**config.mk**
```make
export PLATFORM = sky130hd
export DESIGN_NAME = mcu_spi_responder_flat
export DESIGN_NICKNAME = d
export VERILOG_FILES = /design/src/rtl/mcu_spi_pkg.sv /design/src/rtl/mcu_spi_responder_if.sv /design/src/rtl/mcu_spi_pin_sync.sv /design/src/rtl/mcu_spi_responder.sv /design/src/flat_wrapper.sv
export SDC_FILE = /design/constraint.sdc
export NUM_CORES = 1
export LEC_CHECK = 0
export ABC_AREA = 1
export CORE_MARGIN = 4
export CORE_UTILIZATION = 29
export DETAILED_ROUTE_END_ITERATION = 6
export GPL_TIMING_DRIVEN = 0
export PLACE_DENSITY = 0.53
export SKIP_LAST_GASP = 1
export SYNTH_ARGS = -nofsm -noshare
export SYNTH_HDL_FRONTEND = slang
export SYNTH_SLANG_ARGS = --single-unit
```
**constraint.sdc**
```tcl
create_clock -name clk_50mhz -period 2.6 [get_ports clk_50mhz]
set_input_delay 0.65 -clock clk_50mhz [delete_from_list [all_inputs] [get_ports clk_50mhz]]
set_output_delay 0.65 -clock clk_50mhz [all_outputs]
set_load 0.02 [all_outputs]
```
**src/rtl/mcu_spi_pkg.sv**
```systemverilog
// Shared types and widths for the MCU SPI responder: FSM state encoding and frame field positions.
package mcu_spi_pkg;

   localparam int MCU_SPI_ADDR_BITS = 7;
   localparam int MCU_SPI_RW_BIT    = 7;
   localparam int MCU_SPI_BYTE_BITS = 8;

   typedef enum logic [1:0] {
      ST_IDLE,
      ST_ADDR,
      ST_WRITE,
      ST_READ
   } mcu_spi_state_e;

endpackage

```
**src/rtl/mcu_spi_responder_if.sv**
```systemverilog
// Register-file access bus between the SPI responder (master) and the FPGA register file (slave).
interface mcu_spi_responder_if;
   import mcu_spi_pkg::*;

   logic [MCU_SPI_ADDR_BITS-1:0] reg_addr;
   logic                         reg_wr_en;
   logic [MCU_SPI_BYTE_BITS-1:0] reg_wr_data;
   logic                         reg_rd_en;
   logic [MCU_SPI_BYTE_BITS-1:0] reg_rd_data;

   modport master (
      output reg_addr,
      output reg_wr_en,
      output reg_wr_data,
      output reg_rd_en,
      input  reg_rd_data
   );

   modport slave (
      input  reg_addr,
      input  reg_wr_en,
      input  reg_wr_data,
      input  reg_rd_en,
      output reg_rd_data
   );

endinterface

```
**src/rtl/mcu_spi_pin_sync.sv**
```systemverilog
// Multi-stage synchronizer for one asynchronous pin, followed by a registered level and rise/fall pulses.
module mcu_spi_pin_sync #(
   parameter int   STAGES  = 2,
   parameter logic RST_VAL = 1'b0
) (
   input  logic clk,
   input  logic rst_n,
   input  logic pin,
   output logic level,
   output logic rise,
   output logic fall
);

   logic [STAGES-1:0] sync_p0;

   // Synchronizer chain -> edge-detect stage (level, rise and fall stay cycle-aligned)
   always_ff @(posedge clk) begin
      if (!rst_n) begin
         sync_p0 <= {STAGES{RST_VAL}};
         level   <= RST_VAL;
         rise    <= 1'b0;
         fall    <= 1'b0;
      end else begin
         sync_p0 <= {sync_p0[STAGES-2:0], pin};
         level   <= sync_p0[STAGES-1];
         rise    <= sync_p0[STAGES-1] & ~level;
         fall    <= ~sync_p0[STAGES-1] & level;
      end
   end

endmodule

```
**src/rtl/mcu_spi_responder.sv**
```systemverilog
// SPI mode-0 responder: oversampled frame decode into register read/write strobes, read data on MISO.
// Define MCU_SPI_AUTOINC_EN to auto-increment the register address after each data byte.
module mcu_spi_responder
   import mcu_spi_pkg::*;
#(
   parameter int SYNC_STAGES = 2
) (
   input  logic                       clk_50mhz,
   input  logic                       rst_n,
   input  logic                       spi_sck,
   input  logic                       spi_cs_n,
   input  logic                       spi_mosi,
   output logic                       spi_miso,
   output logic                       frame_active,
   mcu_spi_responder_if.master        reg_bus
);

   logic sck_level_unused, sck_rise, sck_fall;
   logic cs_level, cs_rise, cs_fall;
   logic mosi_level, mosi_rise_unused, mosi_fall_unused;

   mcu_spi_pin_sync #(.STAGES(SYNC_STAGES), .RST_VAL(1'b0)) u_sck_sync (
      .clk   (clk_50mhz),
      .rst_n (rst_n),
      .pin   (spi_sck),
      .level (sck_level_unused),
      .rise  (sck_rise),
      .fall  (sck_fall)
   );

   // cs_rise is deselect, cs_fall is select (pin is active low)
   mcu_spi_pin_sync #(.STAGES(SYNC_STAGES), .RST_VAL(1'b1)) u_cs_sync (
      .clk   (clk_50mhz),
      .rst_n (rst_n),
      .pin   (spi_cs_n),
      .level (cs_level),
      .rise  (cs_rise),
      .fall  (cs_fall)
   );

   mcu_spi_pin_sync #(.STAGES(SYNC_STAGES), .RST_VAL(1'b0)) u_mosi_sync (
      .clk   (clk_50mhz),
      .rst_n (rst_n),
      .pin   (spi_mosi),
      .level (mosi_level),
      .rise  (mosi_rise_unused),
      .fall  (mosi_fall_unused)
   );

   mcu_spi_state_e               state;
   logic [2:0]                   bit_cnt;
   logic [MCU_SPI_BYTE_BITS-1:0] shift_r;
   logic [MCU_SPI_BYTE_BITS-1:0] rx_byte;
   logic [MCU_SPI_BYTE_BITS-1:0] tx_r;
   logic [MCU_SPI_ADDR_BITS-1:0] addr_r;
   logic                         rd_vld_p1;
   logic [SYNC_STAGES+1:0]       flush_r;
   logic                         armed;

   assign rx_byte  = {shift_r[MCU_SPI_BYTE_BITS-2:0], mosi_level};
   assign spi_miso = (state == ST_READ) & tx_r[MCU_SPI_BYTE_BITS-1];

   function automatic logic [MCU_SPI_ADDR_BITS-1:0] next_addr(input logic [MCU_SPI_ADDR_BITS-1:0] a);
`ifdef MCU_SPI_AUTOINC_EN
      return a + 1'b1;
`else
      return a;
`endif
   endfunction

   // A CS fall is only honoured once CS has been seen high after the synchronizers flush,
   // so a CS held low through reset cannot start a frame mid-transfer.
   always_ff @(posedge clk_50mhz) begin
      reg_bus.reg_wr_en <= 1'b0;
      reg_bus.reg_rd_en <= 1'b0;
      if (!rst_n) begin
         state               <= ST_IDLE;
         bit_cnt             <= '0;
         shift_r             <= '0;
         tx_r                <= '0;
         addr_r              <= '0;
         rd_vld_p1           <= 1'b0;
         flush_r             <= '0;
         armed               <= 1'b0;
         frame_active        <= 1'b0;
         reg_bus.reg_addr    <= '0;
         reg_bus.reg_wr_data <= '0;
      end else begin
         flush_r   <= {flush_r[SYNC_STAGES:0], 1'b1};
         if (flush_r[SYNC_STAGES+1] && cs_level)
            armed <= 1'b1;

         // Read strobe -> register file returns data one cycle later -> TX load
         rd_vld_p1 <= reg_bus.reg_rd_en;
         if (rd_vld_p1)
            tx_r <= reg_bus.reg_rd_data;
         else if (state == ST_READ && sck_fall && bit_cnt != 3'd0)
            tx_r <= {tx_r[MCU_SPI_BYTE_BITS-2:0], 1'b0};

         if (state == ST_IDLE) begin
            if (cs_fall && armed) begin
               state        <= ST_ADDR;
               bit_cnt      <= '0;
               frame_active <= 1'b1;
            end
         end else begin
            if (sck_rise) begin
               bit_cnt <= bit_cnt + 3'd1;
               shift_r <= rx_byte;
               if (bit_cnt == 3'd7) begin
                  if (state == ST_ADDR) begin
                     addr_r <= rx_byte[MCU_SPI_ADDR_BITS-1:0];
                     if (rx_byte[MCU_SPI_RW_BIT]) begin
                        reg_bus.reg_rd_en <= 1'b1;
                        reg_bus.reg_addr  <= rx_byte[MCU_SPI_ADDR_BITS-1:0];
                        state             <= ST_READ;
                     end else begin
                        state <= ST_WRITE;
                     end
                  end else if (state == ST_WRITE) begin
                     reg_bus.reg_wr_en   <= 1'b1;
                     reg_bus.reg_addr    <= addr_r;
                     reg_bus.reg_wr_data <= rx_byte;
                     addr_r              <= next_addr(addr_r);
                  end else begin
                     // Prefetch the next byte even if the MCU is about to deselect
                     reg_bus.reg_rd_en <= 1'b1;
                     reg_bus.reg_addr  <= next_addr(addr_r);
                     addr_r            <= next_addr(addr_r);
                  end
               end
            end
            // Deselect wins over the state change above but not over the strobe
            if (cs_rise) begin
               state        <= ST_IDLE;
               frame_active <= 1'b0;
            end
         end
      end
   end

endmodule

```
**src/flat_wrapper.sv**
```systemverilog
// flat-port wrapper written by rule: the top's interface ports become plain ports
module mcu_spi_responder_flat import mcu_spi_pkg::*;
#(
   parameter int SYNC_STAGES = 2
)
  (clk_50mhz, rst_n, spi_sck, spi_cs_n, spi_mosi, spi_miso, frame_active, reg_bus_reg_addr, reg_bus_reg_wr_en, reg_bus_reg_wr_data, reg_bus_reg_rd_en, reg_bus_reg_rd_data);
  mcu_spi_responder_if reg_bus_i ();
  input  logic clk_50mhz;
  input  logic rst_n;
  input  logic spi_sck;
  input  logic spi_cs_n;
  input  logic spi_mosi;
  output logic spi_miso;
  output logic frame_active;
  output wire logic [$bits(reg_bus_i.reg_addr)-1:0] reg_bus_reg_addr;
  output wire logic [$bits(reg_bus_i.reg_wr_en)-1:0] reg_bus_reg_wr_en;
  output wire logic [$bits(reg_bus_i.reg_wr_data)-1:0] reg_bus_reg_wr_data;
  output wire logic [$bits(reg_bus_i.reg_rd_en)-1:0] reg_bus_reg_rd_en;
  input wire logic [$bits(reg_bus_i.reg_rd_data)-1:0] reg_bus_reg_rd_data;
  assign reg_bus_reg_addr = reg_bus_i.reg_addr;
  assign reg_bus_reg_wr_en = reg_bus_i.reg_wr_en;
  assign reg_bus_reg_wr_data = reg_bus_i.reg_wr_data;
  assign reg_bus_reg_rd_en = reg_bus_i.reg_rd_en;
  assign reg_bus_i.reg_rd_data = reg_bus_reg_rd_data;
  mcu_spi_responder #(.SYNC_STAGES(SYNC_STAGES)) u_core (.clk_50mhz(clk_50mhz), .rst_n(rst_n), .spi_sck(spi_sck), .spi_cs_n(spi_cs_n), .spi_mosi(spi_mosi), .spi_miso(spi_miso), .frame_active(frame_active), .reg_bus(reg_bus_i));
endmodule
```
### After elaboration in Yosys (flattened, before gate mapping)

Cells that the tools add are included.

* flip-flop bits (word level): 64
* input port bits: 13
* output and inout bits: 19
* word-level logic and storage cells: 88

* add/sub/neg operators: 1
* equality and inequality tests: 6
* multiplexer cells: 22
* bitwise operators: 14
* reduce and logical (&&, ||, !) cells: 21

Operators by type and width (number)
* two-way mux 8 bit: 2
* two-way mux 7 bit: 2
* two-way mux 2 bit: 6
* AND reduction 4 bit: 3
* nonzero test 3 bit: 4
* two-way mux 1 bit: 9
* two-way mux 3 bit: 3
* inverter 1 bit: 9
* AND reduction 2 bit: 3
* nonzero test 2 bit: 3
* AND 1 bit: 5
* AND reduction 5 bit: 1
* OR reduction 5 bit: 1
* equality test 2 bit (second input constant): 2
* logical AND 1 bit: 4
* OR reduction 4 bit: 1
* adder 3 x 1 -> 3 bit (second input constant): 1
* equality test 3 bit (second input constant): 1
* equality test 2 x 1 -> 1 bit (second input constant): 1
* logical NOT 2 bit: 1
* != test 2 x 1 -> 1 bit (second input constant): 1
* != test 2 bit (second input constant): 1

### Depth between registers and ports, before layout

Gate-level depths: netlist (run 1).

* depth in word-level cells: 6
* mapped depth: 9
* mapped depth without buffers: 8

### Cells and area by module

A second synthesis (run 1) with hierarchy kept.

* cell total of the unflattened synthesis: 339
* area total of the unflattened synthesis: 2542.4 sq um

Modules (own cells, without submodules)
* mcu_spi_responder: instances 1, cells an instance 297, area each 2133.3 sq um, sequential area each 1021.0 sq um
* mcu_spi_pin_sync: instances 3, cells an instance 14, area each 136.4 sq um, sequential area each 100.1 sq um

### Least setup slack after synthesis (run 1)

No wires, ideal clock.

* path kind: register to register
* start point: register u_core.bit_cnt[0]
* end point: register u_core.reg_bus.reg_wr_data[4]
* library setup time: 120 ps
* data arrival time: 1345 ps
* data required time: 2480 ps
* setup slack: 1136 ps
* stages on the path, launching flop included: 10
* buffers on the path: 1
* clock period less this slack: 1464 ps
* cells stage by stage: dfxtp_1 ha_1 ha_1 nand2_1 inv_1 nand2_1 inv_2 buf_6 o21ai_0 a21oi_1

* longest elaborated chain between the ends: 2

Ends and longest elaborated chain
* start: declaration: RTL line mcu_spi_responder.sv:51 `logic [2:0] bit_cnt;`
* start signal: assignment: RTL line mcu_spi_responder.sv:108 `bit_cnt <= bit_cnt + 3'd1;`
* equality test 3 bit: RTL line mcu_spi_responder.sv:110 `if (bit_cnt == 3'd7) begin`
* AND reduction 5 bit (no source line)
* end signal: assignment: RTL line mcu_spi_responder.sv:123 `reg_bus.reg_wr_data <= rx_byte;`
* end: declaration: RTL line mcu_spi_responder_if.sv:14 `output reg_wr_data,`

Every way passes these cells.
A chain may end at the register's enable or synchronous reset.

### Final worst setup path (run 1)

* start point: register u_core.state[0]
* end point: output spi_miso

* longest elaborated chain between the ends: 2

Ends and longest elaborated chain
* start: declaration: RTL line mcu_spi_responder.sv:50 `mcu_spi_state_e state;`
* start signal: assignment: RTL line mcu_spi_responder.sv:77 `state <= ST_IDLE;`
* start signal: assignment: RTL line mcu_spi_responder.sv:102 `state <= ST_ADDR;`
* start signal: assignment: RTL line mcu_spi_responder.sv:116 `state <= ST_READ;`
* equality test 2 bit: RTL line mcu_spi_responder.sv:61 `assign spi_miso = (state == ST_READ) & tx_r[MCU_SPI_BYTE_BITS-1];`
* AND 1 bit: RTL line mcu_spi_responder.sv:61
* end: declaration: RTL line flat_wrapper.sv:13 `output logic spi_miso;`

Every way passes these cells.

==> results.yml, run 1 <==
run_status:
  status: "finished, final reports clean"
pwr:
  leakage_nw: 1.31
  total_power_mw: 1.78
  p_per_area_nw_per_um2: 579
  ir_worst_vdd_mv: 0.231
run:
  maxCapViolations: 0
sta:
  worst_slack_ns: 0.297
  rsz0062_at_grt: "no"
  final_hold_viol_count: 0
  hold_ws_ns: 0.411
  slew_viol_final: 0
  period_needed_ns: 2.30
  worstMarginPinSlew_ns: 0.599
  setup_tns_ns: 0
  setup_viol: 0
  fmax_mhz: 434
  period_share_pct: 88.6
  clock_skew_ns: 0.00650
  relSlewSlack_pct: 60.0
die:
  ios: 32
  coreArea_um2: 8260
  die_h_um: 100
  die_area_um2: 10100
  start_util_pct: 29.9
  rows: 33
  die_x_um: 100
cells_and_area:
  fillers: 882
  multi_input_comb_area_um2: 956
  final_cell_mix: "nand2_1, dfxtp_1, inv_1"
  drive_gt1_share_pct: 9.92
  fin_util_pct: 37.3
  instances_no_fill: 468
  nNetsFinal: 375
  antenna_cells: 0
  final_common_cell: "nand2_1"
  regArea_um2: 1280
  areaGrowthSynthToFinish_pct: 24.6
  final_cell_area_um2: 3080
clocking:
  clk_pin_slew_ns: 0.06
  cts_setup_buffers: 0
  cts-root-buf: "clkbuf_8"
  clk_path_buf_depth: 2
  clock-sinks: 64
  postCtsHoldBufs: 0
  clock_latency_ns: 0.33
  htreeDepth: 3
  numCtsBuffers: 9
  cts_tree: "built"
  cts_resized: 0
placement:
  hpwlAfterDp_um: 3630
  gp_congestion: 0.753
  place_area_um2: 2910
  portBuffers: 31
  dp.cells: 453
  pre_cts_slack_ns: 0.509
detailed_routing:
  top_layer: "met4"
  routed_wl_um: 5120
  viasPerCell: 4.24
  drc: 0
  dr.pass1.iters: 4
  wl_met2_um: 2110
  route.met3.wl_um: 185
  final_antenna_net_count: 0
  drt_iter0_drc: 51
  wl_per_cell_um: 10.9
  met1_length_um: 2750
  vias: 1982
worst_setup_path:
  end_kind: "output pin"
  critical-path-top-delay-family: "buffers and inverters"
  crit_cells: 3
  max_stage_delay_ns: 0.62
  crit_chain: "nand2_1, nor2_1, clkdlybuf4s50_1"
  required_ns: 1.95
  path_class: "reg -> out"
  critical_path.slowest_cell: "clkdlybuf4s50_1"
  reg2reg_depth: 9
  crit_buf_inv: 1
  startpoint_type: "register"
  worstPathArrival_ns: 1.65
  critPathMaxFanout: 6
logic_synthesis:
  synthCells: 317
  avgSynthCellArea_um2: 7.79
  syn_nets: 333
  synth_area_um2: 2470
  ys_seq_area_share_pct: 51.9
  synth_area_leaders: "dfxtp_1, nand2_1, a21oi_1, inv_1, nor2_1"
  ys_warn_count: 0
  synth_area_leader_cell: "dfxtp_1"
  ys_types: 25
  ys_seq_elements: 64
  synth_top_area_share_pct: 51.9
global_routing:
  grt_antenna_before_repair: 0
  grt_pass1_vias: 1869
  grt_max_degree: 11
  grt-ovfl-total: 0
  grt_pass1_wl_um: 8740
  grtUsageTotal_pct: 11.0
hold_path:
  worstHoldPathCells: 2
  hp-class: "reg -> reg"
-- Yosys cell counts --
cell	n
a211oi_1	3
a211oi_2	3
a21boi_0	1
a21oi_1	29
buf_1	1
buf_2	3
buf_4	1
buf_6	4
clkbuf_1	4
dfxtp_1	64
ha_1	3
inv_1	35
inv_2	4
nand2_1	80
nand2_2	3
nand3_1	12
nand3_4	1
nor2_1	33
nor2_2	1
nor2_4	2
nor3_1	2
o21ai_0	24
o21ai_1	1
o21ai_2	1
or2_2	2
-- worst register-to-register path: cells and delay by family (launching register included) --
family / cells / cell delay, ns
AND/OR/NAND/NOR: 2 / 0.33
buffers and inverters: 3 / 0.33
adder cells (fa/ha/maj): 2 / 0.39
flip-flops: 1 / 0.32
AO/OA/AOI/OAI: 2 / 0.20
-- final timing paths --
check                          from  slack [ns]                       endpoint
hold / removal    u_core.flush_r[2]        0.41              u_core.flush_r[3]
setup reg to reg  u_core.bit_cnt[0]        0.90  u_core.reg_bus.reg_wr_data[5]
hold reg to reg   u_core.flush_r[2]        0.41              u_core.flush_r[3]
setup / recovery    u_core.state[0]        0.30                       spi_miso
-- state kept, by name, summed over array words and instances, names as in the netlist, 2 cells and up --
| signal | cells |
|---|---|
| u_core.u_mosi_sync.sync_p0 | 2 |
| u_core.u_sck_sync.sync_p0 | 2 |
| u_core.shift_r | 7 |
| u_core.reg_bus.reg_wr_data | 8 |
| u_core.u_cs_sync.sync_p0 | 2 |
| u_core.reg_bus.reg_addr | 7 |
| u_core.addr_r | 7 |
| u_core.flush_r | 4 |
| u_core.bit_cnt | 3 |
| u_core.state | 2 |
| u_core.tx_r | 8 |
-- layout make-up --
class,instances,area share (%)
sequential,64,41.6
timing repair buffer,31,10.1
buffer,13,2.80
inverter,39,4.76
multi-input combinational,201,31.1
clock buffer,15,5.41
tap,105,4.27
-- routing by layer --
layer	vias to the layer above	track usage [%]
li1	1078	-
met1	865	15.4
met2	35	15.6
met3	4	2.57
met4	0	5.91
met5	-	0
-- cells by family (layout without fill, tap and decap cells) --
| group | count (synthesis) | after routing | share of synthesized area (%) |
|---|---|---|---|
| and+or+nand+nor | 136 | 136 | 23.2 |
| DFF | 64 | 64 | 51.9 |
| AOI/OAI and AO/OA | 62 | 62 | 14.0 |
| buffers and inverters | 52 | 98 | 9.42 |
| adders and majority gates | 3 | 3 | 1.52 |
-- where the power goes --
| part | internal, mW | total (mW) | switching, mW |
|---|---|---|---|
| sequential | 0.991 | 0.995 | 0.00379 |
| combinational | 0.0242 | 0.0522 | 0.0280 |
| clock | 0.395 | 0.736 | 0.341 |
Power figures use the tool's default switching activity.
==> run 2: changes to the inputs <==
--- a/config.mk
+++ b/config.mk
@@ -5,7 +5,7 @@
 export SDC_FILE = /design/constraint.sdc
 export NUM_CORES = 1
 export LEC_CHECK = 0
-export ABC_AREA = 1
+export ABC_AREA = 0
 export CORE_MARGIN = 4
 export CORE_UTILIZATION = 29
 export DETAILED_ROUTE_END_ITERATION = 6
==> results.yml, run 2 <==
global_routing:
  busiest_layer: "met2"
  use_met2_pct: 18.3
  grt_pass1_vias: 1809
  grtUsageTotal_pct: 11.2
  grt_pass1_wl_um: 8540
  grt_use_met3_pct: 4.63
  grt_use_met1_pct: 12.8
  grt-ovfl-total: 0
  grt_max_degree: 11
  grt_antenna_before_repair: 0
logic_synthesis:
  synth_area_leaders: "dfxtp_1, a21oi_1, mux2i_1, nand2_1, a211oi_1"
  async_flop_share_pct: 0
  synth_area_um2: 2410
  synth_area_leader_cell: "dfxtp_1"
  ys_seq_area_share_pct: 53.2
  synthCells: 258
  ys.flop_type: "dfxtp_1"
  synth_edf_count: 0
  syn_nets: 274
  ys_warn_count: 0
  synthMostInstantiatedCell: "dfxtp_1"
  avgSynthCellArea_um2: 9.34
  ys_seq_elements: 64
  synth_top_area_share_pct: 53.2
  ys_types: 36
  synth_common_cells: "dfxtp_1, nand2_1, a21oi_1"
placement:
  hpwlAfterDp_um: 3380
  portBuffers: 31
  gp_congestion: 0.805
  place_area_um2: 2850
clocking:
  cts_tree: "built"
  cts_setup_buffers: 0
  clock-sinks: 64
  clk_path_buf_depth: 2
  numCtsBuffers: 9
  postCtsHoldBufs: 0
  clk_pin_slew_ns: 0.06
  cts-root-buf: "clkbuf_8"
  cts_resized: 0
  htreeDepth: 3
  clock_latency_ns: 0.34
die:
  die_area_um2: 9830
  die_h_um: 99.2
  coreArea_um2: 7890
  ios: 32
  rows: 32
  die_x_um: 99.2
  start_util_pct: 30.6
detailed_routing:
  vias: 1868
  dr.pass1.iters: 4
  viasPerCell: 4.59
  drc: 0
  routed_wl_um: 4940
  final_antenna_net_count: 0
  wl_per_cell_um: 12.1
  drt_iter0_drc: 58
worst_setup_path:
  path_class: "reg -> out"
  critical-path-top-delay-family: "buffers and inverters"
  worstPathArrival_ns: 1.81
  max_stage_delay_ns: 0.61
  r2r_start: "u_core.bit_cnt[0]"
  startpoint: "u_core.state[0]"
  required_ns: 1.95
  startpoint_type: "register"
  reg2reg_depth: 7
  crit_buf_inv: 2
  crit_chain: "buf_2, and3_1, clkdlybuf4s50_1"
  crit_cells: 3
  critical_path.slowest_cell: "clkdlybuf4s50_1"
  critPathMaxFanout: 10
  end_kind: "output pin"
sta:
  final_hold_viol_count: 0
  clock_skew_ns: 0.0105
  period_needed_ns: 2.46
  period_share_pct: 94.8
  rsz0062_at_grt: "no"
  setup_tns_ns: 0
  relSlewSlack_pct: 65.3
  worstMarginPinSlew_ns: 0.520
  fmax_mhz: 406
  slew_viol_final: 0
  setup_viol: 0
cells_and_area:
  nNetsFinal: 316
  final_common_cell: "dfxtp_1"
  final_cell_area_um2: 3080
  reg_top3: "u_core.reg_bus.reg_wr_data: 8 flops, u_core.tx_r: 8 flops"
  areaGrowthSynthToFinish_pct: 27.8
  antenna_cells: 0
  drive_gt1_share_pct: 8.85
  final_cell_mix: "dfxtp_1, nand2_1, clkdlybuf4s50_1"
pwr:
  total_power_mw: 2.03
  leakage_nw: 1.18
  ir_worst_vdd_mv: 0.337
  p_per_area_nw_per_um2: 657
run_status:
  status: "finished, final reports clean"
hold_path:
  worstHoldPathCells: 1
  hp-class: "reg -> reg"
  hp-start: "u_core.u_sck_sync.level"
run:
  maxCapViolations: 0
## run 2: per-layer routing
metal	vias to the layer above	share of wire, %
met5	-	0
met4	0	1.7
met3	9	7.0
met2	55	46
met1	829	45
li1	975	-
## run 2: kinds of logic (layout without fill, tap and decap cells)
family / after synthesis / in the layout / synth area share [%]
and+or+nand+nor: 91 / 91 / 18.9
adders and majority gates: 3 / 3 / 1.56
DFF: 64 / 64 / 53.2
buffers and inverters: 26 / 73 / 5.45
AOI/OAI and AO/OA: 60 / 60 / 15.1
muxes: 14 / 14 / 5.81
## run 2: through the flow
stage	setup WS, ns	utilization (%)	hold WS (ns)	std cells
final	0.136	39.1	0.406	407
after global routing	0.0148	39.1	0.419	407
after CTS	0.0979	39.1	0.408	407
after detailed placement	0.349	36.1	0.393	391
after global placement	0.379	36.1	0.390	391
after floorplan	1.10	-	0.383	258
## run 2: power by group
part	internal, mW	total, mW	switching [mW]
Combinational	0.0254	0.0489	0.0235
Clock	0.620	0.983	0.363
Sequential	0.990	0.994	0.00346
Total	1.64	2.03	0.390
## run 2: final cells by class
class                      count  area, µm²
buffer                        20        109
multi-input combinational    168        997
clock buffer                  14        173
inverter                       6       22.5
tap                          102        128
timing repair buffer          31        310
sequential                    64       1280
fill                         812       4810
clock inverter                 2       60.1
## run 2: worst paths after layout
kind | end | slack [ns]
max | spi_miso | 0.14
min | u_core.u_sck_sync.rise | 0.41
max reg2reg | u_core.reg_bus.reg_addr[0] | 0.96
min reg2reg | u_core.u_sck_sync.rise | 0.41
